**src/rtl/usb_tx.sv**
```systemverilog
// usb_tx - USB full-speed packet transmitter.
//
// Takes a packet command from the protocol controller, pulls payload bytes from the
// shared data buffer and serialises SYNC, PID, payload, CRC16 and EOP onto the bus.
// Every field goes out LSB first. The bus is NRZI encoded and, optionally, bit stuffed.
//
// Parameters
//   CLKS_PER_BIT        clk cycles per USB bit time (>= 2)
// Ports
//   clk                 system clock, rising edge
//   n_rst               synchronous active-low reset
//   tx_packet           command: 0 none, 1 DATA0, 2 ACK, 3 NAK, 4 STALL, 5-7 illegal
//   buffer_occupancy    bytes waiting in the data buffer
//   tx_packet_data      buffer head byte, valid while get_tx_packet_data is high
//   get_tx_packet_data  one-cycle pop strobe to the data buffer
//   tx_transfer_active  high while a packet is on the bus
//   tx_error            one-cycle pulse when an illegal command is rejected
//   dplus_out           D+ line
//   dminus_out          D- line
//
// Build option
//   USB_TX_BITSTUFF_EN  defined: protocol-compliant bit stuffing.
//                       undefined: raw NRZI stream with no stuffed bits (debug/loopback).

module usb_tx #(
    parameter int unsigned CLKS_PER_BIT = 8
) (
    input  logic       clk,
    input  logic       n_rst,
    input  logic [2:0] tx_packet,
    input  logic [6:0] buffer_occupancy,
    input  logic [7:0] tx_packet_data,
    output logic       get_tx_packet_data,
    output logic       tx_transfer_active,
    output logic       tx_error,
    output logic       dplus_out,
    output logic       dminus_out
);

    localparam int unsigned   CntW   = (CLKS_PER_BIT > 2) ? $clog2(CLKS_PER_BIT) : 1;
    localparam logic [CntW-1:0] CntMax = CntW'(CLKS_PER_BIT - 1);

    localparam logic [7:0] SyncByte = 8'h80;
    localparam logic [7:0] PidData0 = 8'hC3;
    localparam logic [7:0] PidAck   = 8'hD2;
    localparam logic [7:0] PidNak   = 8'h5A;
    localparam logic [7:0] PidStall = 8'h1E;

    typedef enum logic [3:0] {
        StIdle,
        StSync,
        StPid,
        StData,
        StCrc1,
        StCrc2,
        StEop1,
        StEop2,
        StEopJ
    } state_e;

    state_e          state_q, state_d;
    logic [CntW-1:0] cnt_q, cnt_d;
    logic [7:0]      field_q, field_d;     // byte currently being serialised
    logic [2:0]      bit_idx_q, bit_idx_d; // index of the field bit on the wire
    logic [15:0]     crc_q, crc_d;
    logic [7:0]      pid_q, pid_d;
    logic            lvl_q, lvl_d;         // NRZI line level, 1 = J
    logic            err_q, err_d;

    logic tick;        // last cycle of the current bit time
    logic stuff_owed;  // next bit time must carry a stuffed 0
    logic load_bit;    // a field bit is loaded onto the wire at this edge
    logic load_stuff;  // a stuffed 0 is loaded onto the wire at this edge
    logic next_bit;
    logic pop;

    assign tick = (cnt_q == CntMax);

    always_comb begin
        state_d    = state_q;
        cnt_d      = cnt_q;
        field_d    = field_q;
        bit_idx_d  = bit_idx_q;
        crc_d      = crc_q;
        pid_d      = pid_q;
        lvl_d      = lvl_q;
        err_d      = 1'b0;
        load_bit   = 1'b0;
        load_stuff = 1'b0;
        next_bit   = 1'b0;
        pop        = 1'b0;

        if (state_q == StIdle) begin
            cnt_d = '0;
            if (tx_packet inside {[3'd1:3'd4]}) begin
                state_d   = StSync;
                field_d   = SyncByte;
                bit_idx_d = '0;
                crc_d     = 16'hFFFF;
                load_bit  = 1'b1;
                next_bit  = 1'b0;  // SYNC starts with a 0, so the line goes to K at once
                case (tx_packet)
                    3'd1:    pid_d = PidData0;
                    3'd2:    pid_d = PidAck;
                    3'd3:    pid_d = PidNak;
                    default: pid_d = PidStall;
                endcase
            end else if (tx_packet != 3'd0) begin
                err_d = 1'b1;
            end
        end else begin
            cnt_d = tick ? '0 : cnt_q + CntW'(1);
            if (tick) begin
                unique case (state_q)
                    StSync, StPid, StData, StCrc1, StCrc2: begin
                        if (stuff_owed) begin
                            // the field index holds, so the stuff bit slots in between
                            load_stuff = 1'b1;
                        end else if (bit_idx_q != 3'd7) begin
                            bit_idx_d = bit_idx_q + 3'd1;
                            load_bit  = 1'b1;
                            next_bit  = field_q[bit_idx_q + 3'd1];
                        end else begin
                            bit_idx_d = '0;
                            load_bit  = 1'b1;
                            if (state_q == StSync) begin
                                state_d = StPid;
                                field_d = pid_q;
                            end else if (state_q == StCrc1) begin
                                state_d = StCrc2;
                                field_d = ~crc_q[15:8];
                            end else if (state_q == StCrc2 || pid_q != PidData0) begin
                                state_d  = StEop1;
                                load_bit = 1'b0;
                                lvl_d    = 1'b1;  // park the encoder at J for the next packet
                            end else if (buffer_occupancy != 7'd0) begin
                                state_d = StData;
                                field_d = tx_packet_data;
                                pop     = 1'b1;
                            end else begin
                                state_d = StCrc1;
                                field_d = ~crc_q[7:0];
                            end
                            next_bit = field_d[0];
                        end
                    end
                    StEop1:  state_d = StEop2;
                    StEop2:  state_d = StEopJ;
                    StEopJ:  state_d = StIdle;
                    default: state_d = StIdle;
                endcase
            end
        end

        // NRZI: a 0 toggles the line, a 1 holds it
        if ((load_bit && !next_bit) || load_stuff) begin
            lvl_d = ~lvl_q;
        end

        // reflected CRC16 (x^16+x^15+x^2+1), fed one payload bit at a time as it goes out
        if (load_bit && state_d == StData) begin
            if (next_bit ^ crc_q[0]) begin
                crc_d = {1'b0, crc_q[15:1]} ^ 16'hA001;
            end else begin
                crc_d = {1'b0, crc_q[15:1]};
            end
        end
    end

`ifdef USB_TX_BITSTUFF_EN
    logic [2:0] ones_q, ones_d;

    assign stuff_owed = (ones_q == 3'd6);

    always_comb begin
        ones_d = ones_q;
        if (load_stuff) begin
            ones_d = '0;
        end else if (load_bit) begin
            ones_d = next_bit ? ones_q + 3'd1 : 3'd0;
        end
    end

    always_ff @(posedge clk) begin
        if (!n_rst) begin
            ones_q <= '0;
        end else begin
            ones_q <= ones_d;
        end
    end
`else
    assign stuff_owed = 1'b0;
`endif

    always_ff @(posedge clk) begin
        if (!n_rst) begin
            state_q   <= StIdle;
            cnt_q     <= '0;
            field_q   <= '0;
            bit_idx_q <= '0;
            crc_q     <= '0;
            pid_q     <= '0;
            lvl_q     <= 1'b1;
            err_q     <= 1'b0;
        end else begin
            state_q   <= state_d;
            cnt_q     <= cnt_d;
            field_q   <= field_d;
            bit_idx_q <= bit_idx_d;
            crc_q     <= crc_d;
            pid_q     <= pid_d;
            lvl_q     <= lvl_d;
            err_q     <= err_d;
        end
    end

    // a reset edge abandons the packet, so it must not consume a buffer byte
    assign get_tx_packet_data = pop && n_rst;
    assign tx_transfer_active = (state_q != StIdle);
    assign tx_error           = err_q;

    always_comb begin
        dplus_out  = 1'b1;
        dminus_out = 1'b0;
        case (state_q)
            StSync, StPid, StData, StCrc1, StCrc2: begin
                dplus_out  = lvl_q;
                dminus_out = ~lvl_q;
            end
            StEop1, StEop2: begin
                dplus_out  = 1'b0;
                dminus_out = 1'b0;
            end
            default: begin
                dplus_out  = 1'b1;
                dminus_out = 1'b0;
            end
        endcase
    end

endmodule
```
**config.mk**
```make
export PLATFORM = sky130hd
export DESIGN_NAME = usb_tx
export DESIGN_NICKNAME = d
export VERILOG_FILES = /design/src/rtl/usb_tx.sv
export SDC_FILE = /design/constraint.sdc
export NUM_CORES = 1
export LEC_CHECK = 0
export ABC_AREA = 1
export CAP_MARGIN = 25
export CORE_ASPECT_RATIO = 2
export CORE_UTILIZATION = 60
export DETAILED_ROUTE_END_ITERATION = 8
export PLACE_DENSITY = 0.95
export SYNTH_ARGS = -nofsm -noshare
export SYNTH_HDL_FRONTEND = slang
export SYNTH_SLANG_ARGS = --single-unit
```
**constraint.sdc**
```tcl
create_clock -name clk -period 3.05 [get_ports clk]
set_input_delay 0.61 -clock clk [delete_from_list [all_inputs] [get_ports clk]]
set_output_delay 0.61 -clock clk [all_outputs]
set_load 0.1 [all_outputs]
```
# Word-level counts from Yosys, hierarchy flattened
# Index checks and enable logic that the tools add are counted.
# op_classes
n_addsub	2
order_cmp	3
n_eq_ne	21
mux	61
bitwise	7
n_reduce_logical	27
# op_table
operator	n
2-to-1 mux 8 bit	9
2-to-1 mux 16 bit	4
2-to-1 mux 1 bit	31
2-to-1 mux 3 bit	9
case mux 8 bit (3 select lines)	1
== test 4 x 3 -> 1 bit (second input constant)	4
2-to-1 mux 4 bit	4
NOT 8 bit	2
nonzero test 2 bit	7
== test 4 x 2 -> 1 bit (second input constant)	3
case mux 4 bit (3 select lines)	1
inequality test 2 x 1 -> 1 bit (second input constant)	5
inequality test 8 bit (second input constant)	1
AND reduction 7 bit	1
nonzero test 7 bit	1
adder 3 x 1 -> 3 bit (second input constant)	2
== test 3 x 2 -> 1 bit (second input constant)	2
OR reduction 3 bit	2
AND reduction 5 bit	1
OR reduction 5 bit	1
== test 4 x 1 -> 1 bit (second input constant)	1
logical AND 1 bit	4
zero test 4 bit	1
< comparator 3 x 4 -> 1 bit (second input constant)	1
other kinds (20)	23
# word_totals
reg_bits	44
input_bits	20
output_inout_bits	5
elab_cells	130

# Longest topological paths before layout
# Gate-level depths: netlist of run 1.
# logic_depth
depth_word	13
mapped_depth	17
depth_no_buf	16

# Worst setup path before layout of run 1
# No wires, ideal clock.
# synth_path
kind	input to output
startpoint	in n_rst
endpoint	out get_tx_packet_data
t_arrival_ps	3916
required_time_ps	2440
setup_slack_ps	-1476
stages	3
n_path_buf	1
cell_sequence	clkbuf_1 -> inv_1 -> nor4_1
# synth_via
elab_chain_len	1
# synth_rtl
item	line_no	rtl
start, declared	29	input logic n_rst,
logical AND 1 bit	218	assign get_tx_packet_data = pop && n_rst;
end, declared	33	output logic get_tx_packet_data,
# Every way passes these cells.

# Worst setup path in the final report of run 1
# layout_path
startpoint	reg cnt_q[0]
endpoint	out get_tx_packet_data
# layout_via
elab_chain_len	4
# layout_rtl
item	line_no	rtl
start, declared	62	logic [CntW-1:0] cnt_q, cnt_d;
start signal, assigned	207	cnt_q <= cnt_d;
== test 3 bit	77	assign tick = (cnt_q == CntMax);
2-to-1 mux 1 bit	113	if (tick) begin
2-to-1 mux 1 bit	93	if (state_q == StIdle) begin
logical AND 1 bit	218	
# Every way passes these cells.

==> results.sh, run 1 <==
export IMPL_outcome="complete, no violations"
export IMPL_power_density_nw_per_um2=519
export IMPL_drc=0
export IMPL_final_max_slew_viol_count=0
export IMPL_final_net_count=409
export IMPL_max_slew_margin_pct=67.7
export IMPL_rows=32
export IMPL_antenna_left=0
export IMPL_fin_total_pwr_mw=1.47
export IMPL_area_delta_synth_final_pct=16.1
export IMPL_synth_top_flop_cell="dfxtp_1"
export IMPL_cts_clk_slew_worst_paths_ps=80
export IMPL_fmax_ghz=0.360
export IMPL_cts_repair_resize_count=0
export IMPL_dr_total_vias=2496
export IMPL_worst_hold_path_type="flip-flop to flip-flop"
export IMPL_unrepaired_setup_endpoints_after_global_routing="no"
export IMPL_static_leak_nw=1.22
export IMPL_peak_supply_drop_uv=314
export IMPL_final_hold_violating_endpoints=0
export IMPL_worst_endpoint_required_ps=2440
export IMPL_cts_hold_buf=0
export IMPL_antenna_found_initial=0
export IMPL_mappedNetlistNets=385
export IMPL_chipWidth_um=47.0
export IMPL_tritoncts="yes"
export IMPL_timing_critical_path_from="cnt_q[0]"
export IMPL_num_fill_cells=332
export IMPL_die_area_um2=4330
export IMPL_reg2reg_from="state_q[1]"
export IMPL_setup_viol=0
export IMPL_drt_iter0_markers=154
export IMPL_synth_seq_area_share_pct=35.4
export IMPL_post_drt_wl_per_cell_um=14.8
export IMPL_number_of_clock_buffers_inserted_by_tritoncts=5
export IMPL_gp_congestion=0.965
export IMPL_clock_tree_buffer_depth=2
export IMPL_post_cts_repair_setup_buffers=0
export IMPL_critical_path_max_stage_delay_ps=340
export IMPL_async_reset_ff_share_pct=0
export IMPL_cp_arrival_ps=2170
export IMPL_number_of_input_and_output_port_buffers_inserted=24
export IMPL_fin_skew_ps=6.88
export IMPL_layout_core_utilization_pct=72.8
export IMPL_post_route_period_util_pct=91.1
export IMPL_floorplan_initialDensity_pct=62.7
export IMPL_synth_top_cells_by_area="dfxtp_1, nand2_1, nor2_1"
export IMPL_gr_usage_all_layers_pct=35.6
export IMPL_synth_enable_flop_cells=0
export IMPL_num_io_pins=25
export IMPL_grt_start_max_net_pins=28
export IMPL_syn_area_um2=2430
export IMPL_hold_path_startpoint="cnt_q[0]"
export IMPL_clk_insertion_delay_late_ps=310
export IMPL_netlist_top_cell_by_area="dfxtp_1"
export IMPL_yosysTopAreaCellShare_pct=35.4
export IMPL_synth_lib_cells_used_distinct=36
export IMPL_final_period_minus_worst_setup_slack_ps=2780
export IMPL_detail_route_vias_per_cell=5.71
export IMPL_wirelength_um=6480
export IMPL_grt_pass1_vias=2475
export IMPL_grt_overflow=0
export IMPL_first_pass_grt_wire_length_um=11100
export IMPL_critical_path_fanouts_max=7
export IMPL_worstMarginPinSlew_ps=483
export IMPL_worstSetupStartpointType="flip-flop"
export IMPL_htree_num_levels=2
export IMPL_cap_viol_max_count=0
export IMPL_cts_num_sinks=43
export IMPL_cell_breakdown_of_the_critical_path="ha_1, ha_1, inv_1, nor2_4, inv_1, nor4_4, buf_12"
export IMPL_post_synth_inst_count=361
export IMPL_detailed_place_hpwl_um=4890
export IMPL_average_cell_area_after_synthesis_um2=6.74
export IMPL_crit_family="buffers and inverters"
export IMPL_n_antenna_cell=0
export IMPL_clk_root_buffer_cell="clkbuf_8"
export IMPL_yosysWarningCount=0
export IMPL_worst_setup_path_type="flip-flop to primary output"
export IMPL_overall_die_height_um=92.1
export IMPL_number_of_flip_flops_and_latches_in_the_synthesized_netlist=43
export IMPL_end_kind="primary output"
export IMPL_timing_critical_path_slowest_stage_cell="dfxtp_1"
export IMPL_drive_gt1_share_pct=12.4
export IMPL_drt_first_pass_iters=5
export IMPL_crit_buf_inv=3
export IMPL_core_um2=3880
cells by family (layout without fill, tap and decap cells):
group           after synthesis  after routing  share of synthesized area [%]
simple gates                183            183                           34.5
fa+ha+maj                     4              4                           2.06
buf+inv                      52             77                           9.92
flops                        43             43                           35.4
compound gates               79             79                           18.1
cells in the final DEF, fill, tap and decap left out, types with 4 or more instances in the layout:
cell type,instances
ha_1,4
nor2_1,56
nor3_1,5
inv_2,6
nand2_2,6
o21ai_0,33
a21oi_1,25
o21ai_1,4
nor2_4,6
nand3_1,22
clkdlybuf4s50_1,19
nand2_1,74
buf_4,7
clkbuf_8,5
dfxtp_1,43
nor2_2,7
inv_1,35
synthesized netlist by cell type (3+ instances only):
| cell type | number |
|---|---|
| nand2_2 | 6 |
| nand2_1 | 74 |
| o21ai_0 | 34 |
| dfxtp_1 | 43 |
| nor2_4 | 6 |
| o21ai_1 | 3 |
| a21oi_1 | 25 |
| inv_1 | 35 |
| nor2_2 | 7 |
| nand3_1 | 22 |
| nor3_1 | 5 |
| inv_2 | 6 |
| clkbuf_1 | 4 |
| ha_1 | 4 |
| nor2_1 | 56 |
where the power goes:
group | total [mW] | switching (mW) | internal [mW]
clock | 0.532 | 0.205 | 0.327
sequential | 0.649 | 0.0374 | 0.612
combinational | 0.287 | 0.189 | 0.0982
final timing paths:
kind | endpoint | slack, ps | depth (start not counted)
worst max-delay path | get_tx_packet_data | 270 | 7
worst min-delay path | cnt_q[0] | 430 | 1
worst max register to register | crc_q[15] | 600 | 13
worst min register to register | cnt_q[0] | 430 | 1
routing by layer:
layer / share of wire, % / vias to the layer above / GRT usage (%)
met4: 6.7 / 0 / 22.6
met1: 36 / 1123 / 37.0
li1: - / 1230 / -
met2: 53 / 112 / 57.6
met5: 0 / - / 0
met3: 4.4 / 31 / 11.0
flip-flops by register name, indices dropped and copies added, names as in the netlist:
register   count
crc_q         16
field_q        8
pid_q          7
state_q        4
bit_idx_q      3
cnt_q          3
lvl_q          1
tx_error       1
final cells by class:
class | count | area [µm²] | area share [%]
Inverter | 42 | 160 | 5.66
Sequential cell | 43 | 861 | 30.4
Multi-Input combinational cell | 266 | 1350 | 47.7
Tap cell | 51 | 63.8 | 2.26
Clock inverter | 2 | 60.1 | 2.12
Timing Repair Buffer | 27 | 263 | 9.29
Clock buffer | 6 | 72.6 | 2.57
metrics by stage:
step | TNS [ps] | hold slack (ps) | setup WS (ps) | std cells | instance area, µm²
6_report | 0 | 426 | 272 | 437 | 2830
5_1_grt | 0 | 448 | 62.1 | 437 | 2830
4_1_cts | 0 | 429 | 244 | 437 | 2820
3_5_place_dp | 0 | 417 | 325 | 429 | 2690
3_3_place_gp | 0 | 414 | 355 | 429 | 2690
2_1_floorplan | -315 | 399 | -315 | 361 | 2440
Note: power is estimated with default switching activity, not from simulation.
==> run 2: changes to the inputs <==
CORE_UTILIZATION = 48   (was 60)
PLACE_DENSITY = 0.81   (was 0.95)
==> run 2 against run 1 <==
Net effect: sequential cell count unchanged; power down 9.7%; register-to-register slack gained 90 ps; maximum frequency up 4.3%; via count down 1.1%; largest power group unchanged; design area down 1.2%; sequential share of layout area up 0.38 points; first-iteration DRC count is 58% lower; setup slack better by 110 ps; wire length fell by 5.5%.
==> results.sh, run 2 (synthesized netlist as in run 1, its figures left out) <==
export IMPL_outcome="complete, no violations"
export IMPL_gp_congestion=0.964
export IMPL_number_of_clock_buffers_inserted_by_tritoncts=5
export IMPL_cts_hold_buf=0
export IMPL_tritoncts="yes"
export IMPL_gr_usage_all_layers_pct=24.6
export IMPL_antenna_found_initial=0
export IMPL_dr_total_vias=2468
export IMPL_final_period_minus_worst_setup_slack_ps=2660
export IMPL_critical_path_fanouts_max=7
export IMPL_fin_total_pwr_mw=1.33
export IMPL_unrepaired_setup_endpoints_after_global_routing="no"
export IMPL_postPlaceCellArea_um2=2690
export IMPL_area_delta_synth_final_pct=14.7
export IMPL_fmax_ghz=0.375
export IMPL_wirelength_um=6120
export IMPL_peak_supply_drop_uv=497
export IMPL_largest_registers="crc_q: 16 flops, field_q: 8 flops, pid_q: 7 flops"
export IMPL_drive_gt1_share_pct=12.7
export IMPL_static_leak_nw=1.19
export IMPL_final_common_cell="nand2_1"
export IMPL_final_net_count=409
export IMPL_drt_iter0_markers=64
export IMPL_final_max_slew_viol_count=0
export IMPL_end_kind="primary output"
export IMPL_cts_num_sinks=43
export IMPL_cts_clk_slew_worst_paths_ps=80
export IMPL_post_route_period_util_pct=87.4
export IMPL_leading_cell_types_in_the_layout_fill_and_taps_excluded="nand2_1, nor2_1, dfxtp_1"
export IMPL_whs_path_depth=1
export IMPL_number_of_input_and_output_port_buffers_inserted=24
export IMPL_grt_pass1_vias=2359
export IMPL_overall_die_height_um=103
export IMPL_num_io_pins=25
export IMPL_worstMarginPinSlew_ps=548
export IMPL_clk_root_buffer_cell="clkbuf_8"
export IMPL_final_hold_violating_endpoints=0
export IMPL_cp_arrival_ps=2050
export IMPL_first_pass_grt_wire_length_um=10000
export IMPL_detail_route_vias_per_cell=5.57
export IMPL_worstSetupStartpointType="flip-flop"
export IMPL_core_um2=4860
export IMPL_worst_r2r_path_depth=14
export IMPL_clock_tree_buffer_depth=2
export IMPL_floorplan_initialDensity_pct=50.1
export IMPL_max_slew_margin_pct=63.4
export IMPL_registers_top_by_ff_count="crc_q"
export IMPL_rows=36
export IMPL_worst_hold_path_type="flip-flop to flip-flop"
export IMPL_drt_first_pass_iters=4
export IMPL_cts_repair_resize_count=0
export IMPL_drc=0
export IMPL_htree_num_levels=2
export IMPL_worst_endpoint_required_ps=2440
export IMPL_final_design_area_no_fill_um2=2790
export IMPL_setup_tns_final_ps=0
export IMPL_antenna_left=0
export IMPL_fin_skew_ps=9.23
export IMPL_setup_viol=0
export IMPL_die_area_um2=5380
export IMPL_largest_register_ffs=16
export IMPL_chipWidth_um=52.4
export IMPL_grt_start_max_net_pins=28
export IMPL_post_cts_repair_setup_buffers=0
export IMPL_clk_insertion_delay_late_ps=310
export IMPL_n_antenna_cell=0
export IMPL_power_density_nw_per_um2=475
export IMPL_worst_setup_path_type="flip-flop to primary output"
export IMPL_detailed_place_hpwl_um=4770
export IMPL_post_drt_wl_per_cell_um=13.8
export IMPL_grt_overflow=0
export IMPL_cap_viol_max_count=0
run 2: layer usage:
layer  track usage (%)  vias up  part of all wire, %
li1                  -     1225                    -
met1              24.3     1127                   37
met2              44.3       81                   53
met3              3.83       35                  4.2
met4              17.8        0                  6.7
met5                 0        -                    0
run 2: final cells by class:
type | count | area, µm²
clock buffers | 6 | 82.6
clock inverters | 2 | 16.3
fillers | 486 | 2070
inverters | 42 | 160
multi-input cells | 266 | 1340
flip-flops and latches | 43 | 861
well taps | 57 | 71.3
repair buffers | 27 | 263
run 2: final timing paths:
path / startpoint / to / slack, ps
hold reg to reg: cnt_q[0] / cnt_q[0] / 430
hold / removal: cnt_q[0] / cnt_q[0] / 430
setup reg to reg: state_q[2] / crc_q[3] / 690
setup / recovery: cnt_q[0] / get_tx_packet_data / 390
run 2: worst max-delay path, cell delays in order (launching register included):
cell	delay (ps)
dfxtp_1	340
ha_1	150
ha_1	280
inv_1	180
nor2_4	170
inv_1	90
nor4_2	330
buf_12	220
run 2: report_power, final:
group	leakage, nW	total, mW	internal [mW]	switching (mW)
clock	0.0474	0.396	0.185	0.211
combinational	0.792	0.283	0.0980	0.185
sequential	0.355	0.648	0.612	0.0360
run 2: per-stage QoR:
step	instances	setup slack, ps	hold slack, ps	util [%]
2_1_floorplan	361	-315	399	-
3_3_place_gp	435	378	424	55.4
3_5_place_dp	435	367	421	55.4
4_1_cts	443	367	432	57.4
5_1_grt	443	232	481	57.4
6_report	443	385	429	57.4
==> run 3: changes to the inputs <==
RECOVER_POWER = 50   (was default)
==> run 3 against run 2 <==
Net effect: core utilization shrank 0.80 points; non-clock buffer count is the same; via count is 0.28% lower; critical endpoint is now field_q[7]; largest power group unchanged.
==> results.sh, run 3 (synthesized netlist as in run 1, its figures left out) <==
export IMPL_pwr_share_seq_pct=49.0
export IMPL_placedCellCount=435
export IMPL_post_drt_wl_per_cell_um=13.9
export IMPL_final_cell_count_without_fillers=443
export IMPL_drt_first_pass_iters=4
export IMPL_static_leak_nw=1.17
export IMPL_worst_endpoint_required_ps=3290
export IMPL_final_net_count=409
export IMPL_worstMarginPinSlew_ps=1160
export IMPL_floorplan_initialDensity_pct=50.1
export IMPL_worstSetupStartpointType="flip-flop"
export IMPL_largest_registers="crc_q: 16 flops, field_q: 8 flops, pid_q: 7 flops"
export IMPL_chipWidth_um=52.4
export IMPL_overall_die_height_um=103
export IMPL_core_um2=4860
export IMPL_htree_num_levels=2
export IMPL_critical_path_fanouts_max=13
export IMPL_clk_insertion_delay_late_ps=310
export IMPL_cp_common_cell="nor2_1"
export IMPL_peak_supply_drop_uv=495
export IMPL_antenna_left=0
export IMPL_setup_viol=0
export IMPL_dr_total_vias=2461
export IMPL_detailed_place_hpwl_um=4770
export IMPL_gr_usage_all_layers_pct=24.6
export IMPL_drt_iter0_markers=56
export IMPL_tritoncts="yes"
export IMPL_clock_tree_buffer_depth=2
export IMPL_wirelength_um=6150
export IMPL_final_period_minus_worst_setup_slack_ps=2740
export IMPL_number_of_clock_buffers_inserted_by_tritoncts=5
export IMPL_final_hold_violating_endpoints=0
export IMPL_die_area_um2=5380
export IMPL_fmax_ghz=0.365
export IMPL_timing_critical_path_slowest_stage_cell="nor2_1"
export IMPL_registers_top_by_ff_count="crc_q"
export IMPL_power_density_nw_per_um2=480
export IMPL_unrepaired_setup_endpoints_after_global_routing="no"
export IMPL_antenna_found_initial=0
export IMPL_final_common_cell="nand2_1"
export IMPL_drc=0
export IMPL_setup_tns_final_ps=0
export IMPL_grt_pass1_vias=2359
export IMPL_max_slew_margin_pct=23.2
export IMPL_post_cts_repair_setup_buffers=0
export IMPL_cts_repair_resize_count=0
export IMPL_n_antenna_cell=0
export IMPL_largest_register_ffs=16
export IMPL_num_io_pins=25
export IMPL_num_fill_cells=489
export IMPL_leading_cell_types_in_the_layout_fill_and_taps_excluded="nand2_1, nor2_1, dfxtp_1"
export IMPL_power_report_internal_total_uw=889
export IMPL_critical_path_max_stage_delay_ps=460
export IMPL_first_pass_grt_wire_length_um=10000
export IMPL_clock_power_share_pct=30.1
export IMPL_power_net_switching_uw=432
export IMPL_cell_breakdown_of_the_critical_path="nor2_1, inv_2, nor2_1, inv_2, nor2_1, inv_4, a21oi_1, o21ai_2, nor2_4, o21ai_0, a31oi_1"
export IMPL_drive_gt1_share_pct=10.9
export IMPL_cp_arrival_ps=2980
export IMPL_cts_num_sinks=43
export IMPL_detail_route_vias_per_cell=5.56
export IMPL_outcome="complete, no violations"
export IMPL_fin_skew_ps=11.0
export IMPL_end_kind="flip-flop"
export IMPL_swShare_pct=32.7
export IMPL_grt_overflow=0
export IMPL_rows=36
export IMPL_number_of_input_and_output_port_buffers_inserted=24
export IMPL_cts_hold_buf=0
export IMPL_gp_congestion=0.964
export IMPL_worst_hold_path_type="flip-flop to flip-flop"
export IMPL_cap_viol_max_count=0
export IMPL_area_delta_synth_final_pct=13.1
export IMPL_combPwrFrac_pct=20.8
export IMPL_cts_clk_slew_worst_paths_ps=90
export IMPL_worst_setup_path_type="flip-flop to flip-flop"
export IMPL_grt_start_max_net_pins=28
export IMPL_post_route_period_util_pct=89.7
export IMPL_clk_root_buffer_cell="clkbuf_8"
export IMPL_fin_total_pwr_mw=1.32
export IMPL_final_max_slew_viol_count=0
## run 3: metal layers
layer | track usage (%) | part of all wire [%] | vias up
met5 | 0 | 0 | -
met4 | 17.8 | 5.9 | 0
met3 | 3.83 | 2.5 | 33
met2 | 44.3 | 53 | 56
met1 | 24.3 | 39 | 1146
li1 | - | - | 1226
## run 3: power by group through the flow
stage          sequential (mW)  combinational, mW  clock [mW]
5_1_grt                  0.654              0.305       0.417
6_report                 0.648              0.275       0.398
2_1_floorplan            0.655              0.217           0
3_5_place_dp             0.659              0.282           0
3_3_place_gp             0.659              0.277           0
4_1_cts                  0.647              0.283       0.395
## run 3: path summary, 6_finish.rpt
| kind | startpoint | cells past startpoint | slack, ps | endpoint |
|---|---|---|---|---|
| worst max-delay path | state_q[1] | 11 | 310 | field_q[7] |
| worst min-delay path | cnt_q[0] | 1 | 430 | cnt_q[0] |
| worst max register to register | state_q[1] | 11 | 310 | field_q[7] |
| worst min register to register | cnt_q[0] | 1 | 430 | cnt_q[0] |
## run 3: metrics by stage
step / utilization (%) / hold WS (ps) / area, µm² / worst slack, ps
global placement: 55.4 / 424 / 2690 / 378
global route: 56.6 / 481 / 2750 / 144
detailed placement: 55.4 / 421 / 2690 / 367
CTS: 57.4 / 432 / 2790 / 367
finish: 56.6 / 429 / 2750 / 313
floorplan: - / 399 / 2440 / -315
## run 3: layout make-up
| type | count | area [µm²] | area share, % |
|---|---|---|---|
| timing repair buffer | 27 | 243 | 8.81 |
| clock inverter | 2 | 16.3 | 0.591 |
| multi-input combinational | 266 | 1320 | 47.9 |
| inverter | 42 | 160 | 5.82 |
| clock buffer | 6 | 82.6 | 3.00 |
| tap | 57 | 71.3 | 2.59 |
| sequential | 43 | 861 | 31.3 |
## run 3: worst max-delay path: cells and delay by family, from the launching register on
family,cells,cell delay (ps)
and+or+nand+nor,4,1180
buffers and inverters,3,350
DFF,1,390
AOI/OAI and AO/OA,4,740
